===== src/rtl/regfile_pkg.sv =====
// regfile_pkg: shared widths and writeback entry type for the register file write path.
package regfile_pkg;
  localparam int XLEN = 32;
  localparam int REG_ADDR_W = 5;
  localparam int NUM_REGS = 32;
  localparam logic [REG_ADDR_W-1:0] REG_ZERO = 5'd0;
  typedef struct packed {
    logic [REG_ADDR_W-1:0] rd;
    logic [XLEN-1:0]       data;
  } wb_entry_t;
endpackage


===== src/rtl/wb_fifo.sv =====
// wb_fifo: synchronous FIFO of wb_entry_t; FIFO_DEPTH must be a power of two.
module wb_fifo
  import regfile_pkg::*;
#(
  parameter int FIFO_DEPTH = 4
) (
  input  logic      clock,
  input  logic      reset,
  input  logic      push,
  input  logic      pop,
  input  wb_entry_t push_entry,
  output logic      full,
  output logic      empty,
  output wb_entry_t head
);
  localparam int AW = $clog2(FIFO_DEPTH);
  wb_entry_t mem [FIFO_DEPTH];
  logic [AW-1:0] wr_ptr, rd_ptr;
  logic [AW:0] count;
  assign full = count == (AW+1)'(FIFO_DEPTH);
  assign empty = count == '0;
  assign head = mem[rd_ptr];
  always_ff @(posedge clock)
    if (push) mem[wr_ptr] <= push_entry;
  always_ff @(posedge clock) begin
    if (reset) begin
      wr_ptr <= '0;
      rd_ptr <= '0;
      count <= '0;
    end else begin
      if (push) wr_ptr <= wr_ptr + 1'b1;
      if (pop) rd_ptr <= rd_ptr + 1'b1;
      count <= count + (AW+1)'(push) - (AW+1)'(pop);
    end
  end
endmodule


===== src/rtl/regfile_writeback.sv =====
// regfile_writeback: arbitrates ALU/load results onto the register file write port and tracks busy registers.
// Define REGFILE_WB_FORWARD_EN to add write-cycle forwarding outputs that also mask rsX_busy.
module regfile_writeback
  import regfile_pkg::*;
#(
  parameter int XLEN = 32,
  parameter int FIFO_DEPTH = 4
) (
  input  logic            clock,
  input  logic            reset,
  input  logic            alu_valid,
  output logic            alu_ready,
  input  logic [4:0]      alu_rd,
  input  logic [XLEN-1:0] alu_data,
  input  logic            mem_valid,
  output logic            mem_ready,
  input  logic [4:0]      mem_rd,
  input  logic [XLEN-1:0] mem_data,
  input  logic            reserve_valid,
  input  logic [4:0]      reserve_rd,
  output logic            reserve_conflict,
  input  logic [4:0]      rs1_address,
  input  logic [4:0]      rs2_address,
  output logic            rs1_busy,
  output logic            rs2_busy,
`ifdef REGFILE_WB_FORWARD_EN
  output logic            rs1_fwd_hit,
  output logic [XLEN-1:0] rs1_fwd_data,
  output logic            rs2_fwd_hit,
  output logic [XLEN-1:0] rs2_fwd_data,
`endif
  output logic            write_enable,
  output logic [4:0]      rd_address,
  output logic [XLEN-1:0] rd_data
);
  wb_entry_t alu_entry, mem_entry, head, sel;
  logic full, empty, alu_accept, push, pop, sel_valid, do_write;
  logic rs1_pend, rs2_pend;
  logic [NUM_REGS-1:0] busy, set_mask, clr_mask;
  assign alu_entry = '{rd: alu_rd, data: alu_data};
  assign mem_entry = '{rd: mem_rd, data: mem_data};
  assign alu_ready = !full;
  assign mem_ready = 1'b1;
  assign alu_accept = alu_valid && !full;
  // the ALU result bypasses the FIFO only when nothing older or higher priority is waiting
  assign pop = !mem_valid && !empty;
  assign push = alu_accept && (mem_valid || !empty);
  assign sel = mem_valid ? mem_entry : !empty ? head : alu_entry;
  assign sel_valid = mem_valid || !empty || alu_accept;
  assign do_write = sel_valid && sel.rd != REG_ZERO;
  wb_fifo #(.FIFO_DEPTH(FIFO_DEPTH)) u_fifo (
    .clock(clock),
    .reset(reset),
    .push(push),
    .pop(pop),
    .push_entry(alu_entry),
    .full(full),
    .empty(empty),
    .head(head)
  );
  always_ff @(posedge clock) begin
    if (reset) begin
      write_enable <= 1'b0;
      rd_address <= '0;
      rd_data <= '0;
    end else begin
      write_enable <= do_write;
      if (do_write) begin
        rd_address <= sel.rd;
        rd_data <= sel.data;
      end
    end
  end
  always_comb begin
    clr_mask = write_enable ? NUM_REGS'(1) << rd_address : '0;
    set_mask = (reserve_valid && reserve_rd != REG_ZERO) ? NUM_REGS'(1) << reserve_rd : '0;
  end
  always_ff @(posedge clock) begin
    if (reset) begin
      busy <= '0;
      reserve_conflict <= 1'b0;
    end else begin
      busy <= (busy & ~clr_mask) | set_mask;
      reserve_conflict <= |(set_mask & busy & ~clr_mask);
    end
  end
  assign rs1_pend = busy[rs1_address] && rs1_address != REG_ZERO;
  assign rs2_pend = busy[rs2_address] && rs2_address != REG_ZERO;
`ifdef REGFILE_WB_FORWARD_EN
  assign rs1_fwd_hit = write_enable && rd_address == rs1_address && rs1_address != REG_ZERO;
  assign rs2_fwd_hit = write_enable && rd_address == rs2_address && rs2_address != REG_ZERO;
  assign rs1_fwd_data = rd_data;
  assign rs2_fwd_data = rd_data;
  assign rs1_busy = rs1_pend && !rs1_fwd_hit;
  assign rs2_busy = rs2_pend && !rs2_fwd_hit;
`else
  assign rs1_busy = rs1_pend;
  assign rs2_busy = rs2_pend;
`endif
endmodule


===== config.mk =====
export PLATFORM = sky130hd
export DESIGN_NAME = regfile_writeback
export DESIGN_NICKNAME = d
export VERILOG_FILES = /design/src/rtl/regfile_pkg.sv /design/src/rtl/wb_fifo.sv /design/src/rtl/regfile_writeback.sv
export SDC_FILE = /design/constraint.sdc
export NUM_CORES = 1
export LEC_CHECK = 0
export ABC_AREA = 1
export ABC_CLOCK_PERIOD_IN_PS = 3740
export CAP_MARGIN = 20
export CELL_PAD_IN_SITES_DETAIL_PLACEMENT = 0
export CELL_PAD_IN_SITES_GLOBAL_PLACEMENT = 1
export CORE_AREA = 2 2 166 168
export DETAILED_ROUTE_END_ITERATION = 8
export DIE_AREA = 0 0 168 170
export PLACE_DENSITY = 0.73
export SYNTH_ARGS = -nofsm -noshare
export SYNTH_HDL_FRONTEND = slang
export SYNTH_HIERARCHICAL = 1
export SYNTH_SLANG_ARGS = --single-unit

===== constraint.sdc =====
create_clock -name clock -period 3.74 [get_ports clock]
set_input_delay 0.935 -clock clock [delete_from_list [all_inputs] [get_ports clock]]
set_output_delay 0.935 -clock clock [all_outputs]
set_load 0.05 [all_outputs]

==> results of run 1 <==
## registers in the layout (all words and copies together) (netlist names), named ones only
| name | flops |
|---|---|
| rd_address | 5 |
| u_fifo/mem | 148 |
| u_fifo/count | 3 |
| u_fifo/wr_ptr | 2 |
| busy | 32 |
| reserve_conflict | 1 |
| write_enable | 1 |
| rd_data | 32 |
| u_fifo/rd_ptr | 2 |
## metal layers
metal	vias up	global-route usage [%]	routed length (um)
li1	4341	-	-
met1	4031	26.6	12600
met2	246	32.7	13200
met3	34	3.49	1680
met4	2	4.05	484
met5	-	0	11
## how the worst max path moves through the flow
stage | startpoint | endpoint | slack [ns] | cells after the start
after floorplan | rs2_address[1] | rs2_busy | 0.36 | 8
after global placement | rs1_address[1] | rs1_busy | 0.21 | 8
after detailed placement | rs1_address[1] | rs1_busy | 0.19 | 8
after CTS | rs1_address[1] | rs1_busy | 0.18 | 8
after global routing | rs1_address[1] | rs1_busy | 0.04 | 8
final | rs1_address[1] | rs1_busy | 0.15 | 8
## Yosys cell counts, types with 14 or more instances
cell type / instances
inv_1: 123
o211ai_1: 49
a21oi_1: 99
clkbuf_1: 29
o21ai_0: 74
a22oi_1: 30
nand4_1: 14
nand3_1: 102
buf_2: 27
nand2_1: 235
dfxtp_1: 80
nor2_1: 168
edfxtp_1: 148
## power breakdown
group / internal [mW] / total (mW) / switching [mW]
combinational: 0.857 / 2.67 / 1.81
clock: 1.33 / 2.31 / 0.982
sequential: 3.08 / 3.29 / 0.201
total: 5.27 / 8.27 / 3.00
## per-stage QoR
stage,cells,instance area (um^2),setup WS (ns)
after floorplan,1213,10600,0.359
after global placement,1642,12300,0.208
after detailed placement,1642,12300,0.188
after CTS,1690,13100,0.180
after global routing,1691,13100,0.0400
final,1691,13100,0.152
## cell type report
| class | instances | area [um^2] | area share (%) |
|---|---|---|---|
| clock inverters | 14 | 71.3 | 0.545 |
| multi-input cells | 788 | 3740 | 28.5 |
| inverters | 127 | 479 | 3.66 |
| repair buffers | 159 | 1620 | 12.3 |
| clock buffers | 34 | 711 | 5.43 |
| well taps | 341 | 427 | 3.26 |
| flip-flops and latches | 228 | 6050 | 46.2 |
## cell families (layout without fill, tap and decap cells)
group	Yosys count	in the layout	share of synthesized area, %
other	1	1	0.0353
and+or+nand+nor	524	524	20.2
DFF	228	228	57.0
buffers and inverters	197	334	7.88
adders and majority gates	7	7	0.896
AOI/OAI and AO/OA	256	256	14.1
## critical path, cell delays in order
cell and delay, ns:
clkdlybuf4s50_1 0.83, o21ai_0 0.17, o21ai_0 0.23, o211ai_1 0.11, nand3_1 0.08, nand2_1 0.05
nand2_1 0.06, buf_4 0.19
==> results.cfg, run 1 <==
[status]
status = complete, no violations

[cells_and_area]
insertedDiodeCount = 0
layout.nets = 1431
syn_to_final_growth_pct = 23.4
final_util_pct = 49.1
n_fill_cell = 2502
layout-drive-gt1-share_pct = 5.19
layout_commonest_cell = nand2_1
final_cell_mix = nand2_1, nor2_1, edfxtp_1

[clock_network]
cts-root-buf = clkbuf_16
cts_hold_buf = 0
cts_tree = yes
clk_pin_slew_ns = 0.06
h-tree-depth = 1
cts_setup_buffers = 0
cts_made_buffers = 26
worstSkewPairLatency_ns = 0.53
ctsResizeCount = 0
clockBufferDepth = 3
cts_sinks = 228

[sta]
rsz0062_at_grt = no
timing.fmax_mhz = 279
finalHoldViolCount = 0
period_share_pct = 95.9
holdWs_ns = 0.456
finalSetupTns_ns = 0
layout_min_cycle_time_ns = 3.59
slew_violations = 0
tightest_slew_ns = 0.680
setup_viol = 0
clock_skew_ns = 0.00747
maxSlewHeadroom_pct = 54.6

[power]
p_leak_nw = 5.10
power.density_mw_per_mm2 = 632
ir_drop_uv = 357
power.total_mw = 8.27

[grt]
grt.total_usage_pct = 19.5
grt_pass1_vias = 7969
grt_max_degree = 121
overflow = 0
grt_pass1_wl_um = 44000
grt_antenna_before_repair = 1

[floorplan]
fp.dieArea_mm2 = 0.0286
fp.dieW_um = 168
die_y_um = 170
fp.coreArea_mm2 = 0.0267
start_util_pct = 39.8
num_rows = 60
ios = 137

[logic_synthesis]
synth_warnings = 6
synth.distinct_cells = 28
ys.flop_type = edfxtp_1
synthCells = 1213
synth_nets = 1314
synth_top_cell_area_share_pct = 41.9
seq_area_frac_synth_pct = 57.0
syn-cell-area_mm2 = 0.0106
synth_enable_flop_cells = 148
post-synth-top-area-cell = edfxtp_1
synth_seq_cells = 228
postSynthAreaPerCell_um2 = 8.75
async_reset_ff_share_pct = 0
synth_area_leaders = edfxtp_1, dfxtp_1, nand2_1

[setup_path]
worstSetupStartpointType = input port
critPathArrivalTime_ns = 2.65
path_class = in2out
r2r_cells = 15
reg2reg_setup_slack_ns = 1.06
end_kind = output port
rr_endpoint = rd_data[24]
required_ns = 2.80
worst-path-max-fanout = 17
r2r-start = u_fifo/count[1]

[routing]
drcViolationCount = 0
routed_wl_um = 28000
initialDrtViolationCount = 637
vias = 8654
viasPerCell = 5.12
wl_per_cell_um = 16.6
dr.pass1.iters = 5
antenna_left = 0

[placed_design]
hpwl_um = 18600
gp_congestion = 0.830
portBuffers = 135

[hold_path]
whs_path_depth = 2
holdCritStartpoint = u_fifo/rd_ptr[1]
hold_class = reg2reg

[run]
drv_cap = 0
(Power assumes the default switching activity.)
==> run 2: changes to the inputs <==
--- a/config.mk
+++ b/config.mk
@@ -10,10 +10,11 @@
 export CAP_MARGIN = 20
 export CELL_PAD_IN_SITES_DETAIL_PLACEMENT = 0
 export CELL_PAD_IN_SITES_GLOBAL_PLACEMENT = 1
-export CORE_AREA = 2 2 166 168
+export CORE_AREA = 10 10 174 176
 export DETAILED_ROUTE_END_ITERATION = 8
-export DIE_AREA = 0 0 168 170
+export DIE_AREA = 0 0 184 186
 export PLACE_DENSITY = 0.73
+export RECOVER_POWER = 25
 export SYNTH_ARGS = -nofsm -noshare
 export SYNTH_HDL_FRONTEND = slang
 export SYNTH_HIERARCHICAL = 1
==> results.cfg, run 2 (synthesis results as in run 1) <==
[status]
status = complete, no violations

[setup_path]
worst-path-max-fanout = 31
rr_endpoint = rd_data[30]
crit_family = buffers and inverters
r2r-start = u_fifo/count[1]
cpMaxStageDelayCell = clkdlybuf4s50_1
reg2reg_setup_slack_ns = 1.20
r2r_cells = 15
critPathMaxStageDelay_ns = 0.51
cp_num_cells = 9
end_kind = output port
path_cells = clkdlybuf4s50_1, buf_12, o21ai_0, o21ai_0, nand3_1, nand3_1, nand2_1, o21ai_1, buf_12
critPathLaunch = rs2_address[0]
crit_path_end = rs2_busy
worstSetupStartpointType = input port
cp_num_buf_inv = 3
required_ns = 2.80
critPathArrivalTime_ns = 2.55
path_class = in2out

[power]
p_comb_share_pct = 31.1
p_sw_share_pct = 35.5
p_leak_nw = 5.17
p_sw_mw = 3.08
p_int_mw = 5.60
power.density_mw_per_mm2 = 656
p_seq_share_pct = 37.8
ir_drop_uv = 413
clockPowerShare_pct = 31.2

[hold_path]
hold_class = reg2reg

[cells_and_area]
n_fill_cell = 2484
layout_commonest_cell = nand2_1
layout.nets = 1426
regMostFlops = u_fifo/mem
final_area_mm2 = 0.0132
multi_input_area_mm2 = 0.00374
regArea_mm2 = 0.00605
reg_top3 = u_fifo/mem (148), busy (32), rd_data (32)
largest_reg_flops = 148
layout-drive-gt1-share_pct = 5.43
final_cell_mix = nand2_1, nor2_1, edfxtp_1
syn_to_final_growth_pct = 24.7

[placed_design]
gp_congestion = 0.850
placed_cell_area_mm2 = 0.0123
portBuffers = 135
hpwl_um = 19600

[grt]
grt_pass1_vias = 8177
grt_antenna_before_repair = 4
overflow = 0
grt_pass1_wl_um = 45800
grt_max_degree = 125
grt.total_usage_pct = 16.8

[sta]
timing.fmax_mhz = 287
setup_viol = 0
finalHoldViolCount = 0
layout_min_cycle_time_ns = 3.49
maxSlewHeadroom_pct = 52.4
clock_skew_ns = 0.0164
period_share_pct = 93.2
rsz0062_at_grt = no
finalSetupTns_ns = 0
tightest_slew_ns = 0.713
slew_violations = 0

[routing]
routed_wl_um = 29200
dr.pass1.iters = 5
vias = 8662
viasPerCell = 5.13
antenna_left = 0
wl_per_cell_um = 17.3
initialDrtViolationCount = 480
drcViolationCount = 0

[clock_network]
cts_tree = yes
cts_sinks = 228
worstSkewPairLatency_ns = 0.54
cts_made_buffers = 26
cts_hold_buf = 0
h-tree-depth = 1
clockBufferDepth = 3
cts-root-buf = clkbuf_16
clk_pin_slew_ns = 0.06

[floorplan]
fp.coreArea_mm2 = 0.0267
ios = 137
fp.dieArea_mm2 = 0.0342
die_y_um = 186
start_util_pct = 39.7
num_rows = 60
fp.dieW_um = 184

[run]
drv_cap = 0
[run 2: cell types whose count changed in the layout (fill, tap and decap cells not counted), sizes merged]
cell / previous run / this run
diode: 0 / 3
dlymetal6s2s: 0 / 2
clkinvlp: 0 / 3
clkinv: 18 / 11
clkdlybuf4s50: 132 / 103
bufinv: 0 / 5
clkbuf: 34 / 31
buf: 27 / 22
inv: 123 / 125
dlygate4sd3: 0 / 27
[run 2: how the worst min path moves through the flow]
stage                                start         to  cells after the start
after floorplan                    busy[0]    busy[0]                      2
after global placement    u_fifo/rd_ptr[1]  flip-flop                      2
after detailed placement  u_fifo/rd_ptr[1]  flip-flop                      2
after CTS                         busy[17]   busy[17]                      2
after global routing              busy[17]   busy[17]                      2
final                             busy[17]   busy[17]                      2
[run 2: worst reg2reg max path: cells and delay by family, from the launching register on]
kind / cells / cell delay (ns)
buffers and inverters: 4 / 1.02
flip-flops: 1 / 0.32
AND/OR/NAND/NOR: 11 / 1.11
[run 2: cell type report]
| class | count | area share, % |
|---|---|---|
| antenna | 3 | 0.0567 |
| clock buffer | 31 | 5.21 |
| clock inverter | 17 | 1.80 |
| inverter | 127 | 3.62 |
| multi-input combinational | 788 | 28.2 |
| sequential | 228 | 45.7 |
| tap | 341 | 3.22 |
| timing repair buffer | 154 | 12.1 |
[run 2: through the flow]
step / utilization, % / setup WS (ns) / power (mW) / hold WS (ns) / cells
floorplan: - / 0.359 / 5.14 / 0.432 / 1213
global placement: 45.9 / 0.110 / 6.03 / 0.450 / 1637
detailed placement: 45.9 / 0.101 / 6.05 / 0.456 / 1637
CTS: 49.4 / 0.0770 / 8.78 / 0.467 / 1685
global route: 49.5 / 0.151 / 9.17 / 0.492 / 1687
finish: 49.5 / 0.255 / 8.69 / 0.470 / 1689
[run 2: per-layer routing]
layer	global-route usage, %	vias to the layer above	part of all wire, %
met2	27.8	240	47
met1	22.2	4049	45
met5	0	-	0.045
met4	3.61	2	1.6
met3	3.35	39	6.5
li1	-	4332	-
[run 2: repair_timing]
item	CTS	global route
endpoints found under the setup margin	0	2
setup buffers	0	0
resized for setup	0	2
[run 2: power by group through the flow]
stage | Combinational [mW] | Clock [mW] | Sequential [mW]
floorplan | 1.37 | 0 | 3.77
global placement | 2.70 | 0 | 3.33
detailed placement | 2.71 | 0 | 3.34
CTS | 2.72 | 2.77 | 3.29
global route | 2.97 | 2.87 | 3.33
finish | 2.70 | 2.71 | 3.28
==> run 3: changes to the inputs <==
--- a/config.mk
+++ b/config.mk
@@ -10,9 +10,9 @@
 export CAP_MARGIN = 20
 export CELL_PAD_IN_SITES_DETAIL_PLACEMENT = 0
 export CELL_PAD_IN_SITES_GLOBAL_PLACEMENT = 1
-export CORE_AREA = 10 10 174 176
+export CORE_AREA = 10 10 149 206
 export DETAILED_ROUTE_END_ITERATION = 8
-export DIE_AREA = 0 0 184 186
+export DIE_AREA = 0 0 159 216
 export PLACE_DENSITY = 0.73
 export RECOVER_POWER = 25
 export SYNTH_ARGS = -nofsm -noshare
==> constraint.sdc (replaced) <==
create_clock -name clock -period 3.74 [get_ports clock]
set_input_delay 0.748 -clock clock [delete_from_list [all_inputs] [get_ports clock]]
set_output_delay 0.748 -clock clock [all_outputs]
set_load 0.05 [all_outputs]
==> results.cfg, run 3 (synthesis results as in run 1) <==
[sta]
finalHoldViolCount = 0
period_share_pct = 89.1
timing.fmax_mhz = 300
setup_viol = 0
layout_min_cycle_time_ns = 3.33
slew_violations = 0
setup_slack_ns = 0.407
maxSlewHeadroom_pct = 37.3
clock_skew_ns = 0.0112
rsz0062_at_grt = no
finalSetupTns_ns = 0
tightest_slew_ns = 0.941

[cells_and_area]
syn_to_final_growth_pct = 22.9
reg_top3 = u_fifo/mem (148), busy (32), rd_data (32)
regArea_mm2 = 0.00605
layout_commonest_cell = nand2_1
multi_input_area_mm2 = 0.00374
largest_reg_flops = 148
layout-drive-gt1-share_pct = 5.06
final_cell_mix = nand2_1, nor2_1, edfxtp_1
final_util_pct = 48.8
layout.nets = 1427
regMostFlops = u_fifo/mem
n_fill_cell = 2549

[routing]
drcViolationCount = 0
wl_per_cell_um = 17.7
antenna_left = 0
routed_wl_um = 30200
vias = 8672
initialDrtViolationCount = 400
dr.pass1.iters = 4
viasPerCell = 5.07

[placed_design]
hpwl_um = 20500
portBuffers = 135
gp_congestion = 0.879
pre_cts_slack_ns = 0.444

[power]
p_sw_share_pct = 36.7
ir_drop_uv = 447
clockPowerShare_pct = 27.8
p_sw_mw = 3.02
power.density_mw_per_mm2 = 632
p_seq_share_pct = 40.5
p_comb_share_pct = 31.7
p_int_mw = 5.22
p_leak_nw = 5.06

[run]
drv_cap = 0

[floorplan]
fp.dieArea_mm2 = 0.0343
fp.dieW_um = 159
start_util_pct = 39.7
num_rows = 71
ios = 137
fp.coreArea_mm2 = 0.0267
die_y_um = 216

[setup_path]
end_kind = output port
worstSetupStartpointType = input port
reg2reg_setup_slack_ns = 0.93
required_ns = 2.99
path_class = in2out
worst-path-max-fanout = 23
r2r_cells = 11
critPathArrivalTime_ns = 2.58
rr_endpoint = rd_data[18]

[hold_path]
holdCritStartpoint = u_fifo/rd_ptr[1]
hold_class = reg2reg
whs_path_depth = 2

[clock_network]
clk_pin_slew_ns = 0.06
cts_tree = yes
cts_setup_buffers = 0
ctsResizeCount = 0
cts_sinks = 228
clockBufferDepth = 3
h-tree-depth = 1
cts-root-buf = clkbuf_16
cts_hold_buf = 0
worstSkewPairLatency_ns = 0.52
cts_made_buffers = 25

[status]
status = complete, no violations

[grt]
grt_antenna_before_repair = 3
grt_pass1_wl_um = 46500
grt.total_usage_pct = 16.8
grt_max_degree = 65
overflow = 0
grt_pass1_vias = 8431
==> run 3: how the worst max path moves through the flow <==
stage               endpoint           start  cells past startpoint
floorplan           rs2_busy  rs2_address[1]                      8
global placement    rs1_busy  rs1_address[0]                     10
detailed placement  rs1_busy  rs1_address[0]                     10
CTS                 rs1_busy  rs1_address[0]                     10
global route        rs1_busy  rs1_address[0]                      9
finish              rs1_busy  rs1_address[0]                     10
==> run 3: metrics by stage <==
step / instances / hold slack, ns / area (um^2) / power [mW]
after CTS: 1710 / 0.458 / 13000 / 8.35
final: 1711 / 0.457 / 13000 / 8.24
after global routing: 1710 / 0.489 / 13000 / 8.72
after detailed placement: 1664 / 0.450 / 12300 / 6.03
after floorplan: 1213 / 0.432 / 10600 / 5.14
after global placement: 1664 / 0.443 / 12300 / 6.01
==> run 3: critical path, cell delays in order <==
cell             delay (ns)
clkdlybuf4s50_1        0.89
buf_4                  0.27
a21oi_1                0.07
o21ai_0                0.09
nand3_1                0.08
nand3_1                0.08
nand3_1                0.07
nand2_1                0.06
nand2_1                0.05
buf_4                  0.18
==> run 3: layout make-up <==
cell class / count / area share [%]
antenna: 1 / 0.0192
clock buffer: 33 / 5.03
clock inverter: 13 / 0.729
inverter: 127 / 3.68
multi-input combinational: 788 / 28.7
sequential: 228 / 46.4
tap: 365 / 3.50
timing repair buffer: 156 / 12.0
==> run 3: routing by layer <==
layer	global-route usage (%)	share of wire, %	up-vias
met4	6.63	3.6	4
met2	31.3	52	197
met1	18.0	39	4073
met5	0	0.069	-
li1	-	-	4335
met3	3.64	5.2	63
==> run 3: power groups by stage <==
stage / registers (mW) / clock network, mW / logic (mW)
detailed placement: 3.39 / 0 / 2.64
CTS: 3.34 / 2.35 / 2.65
finish: 3.34 / 2.29 / 2.61
global route: 3.38 / 2.44 / 2.90
global placement: 3.39 / 0 / 2.63
floorplan: 3.77 / 0 / 1.37
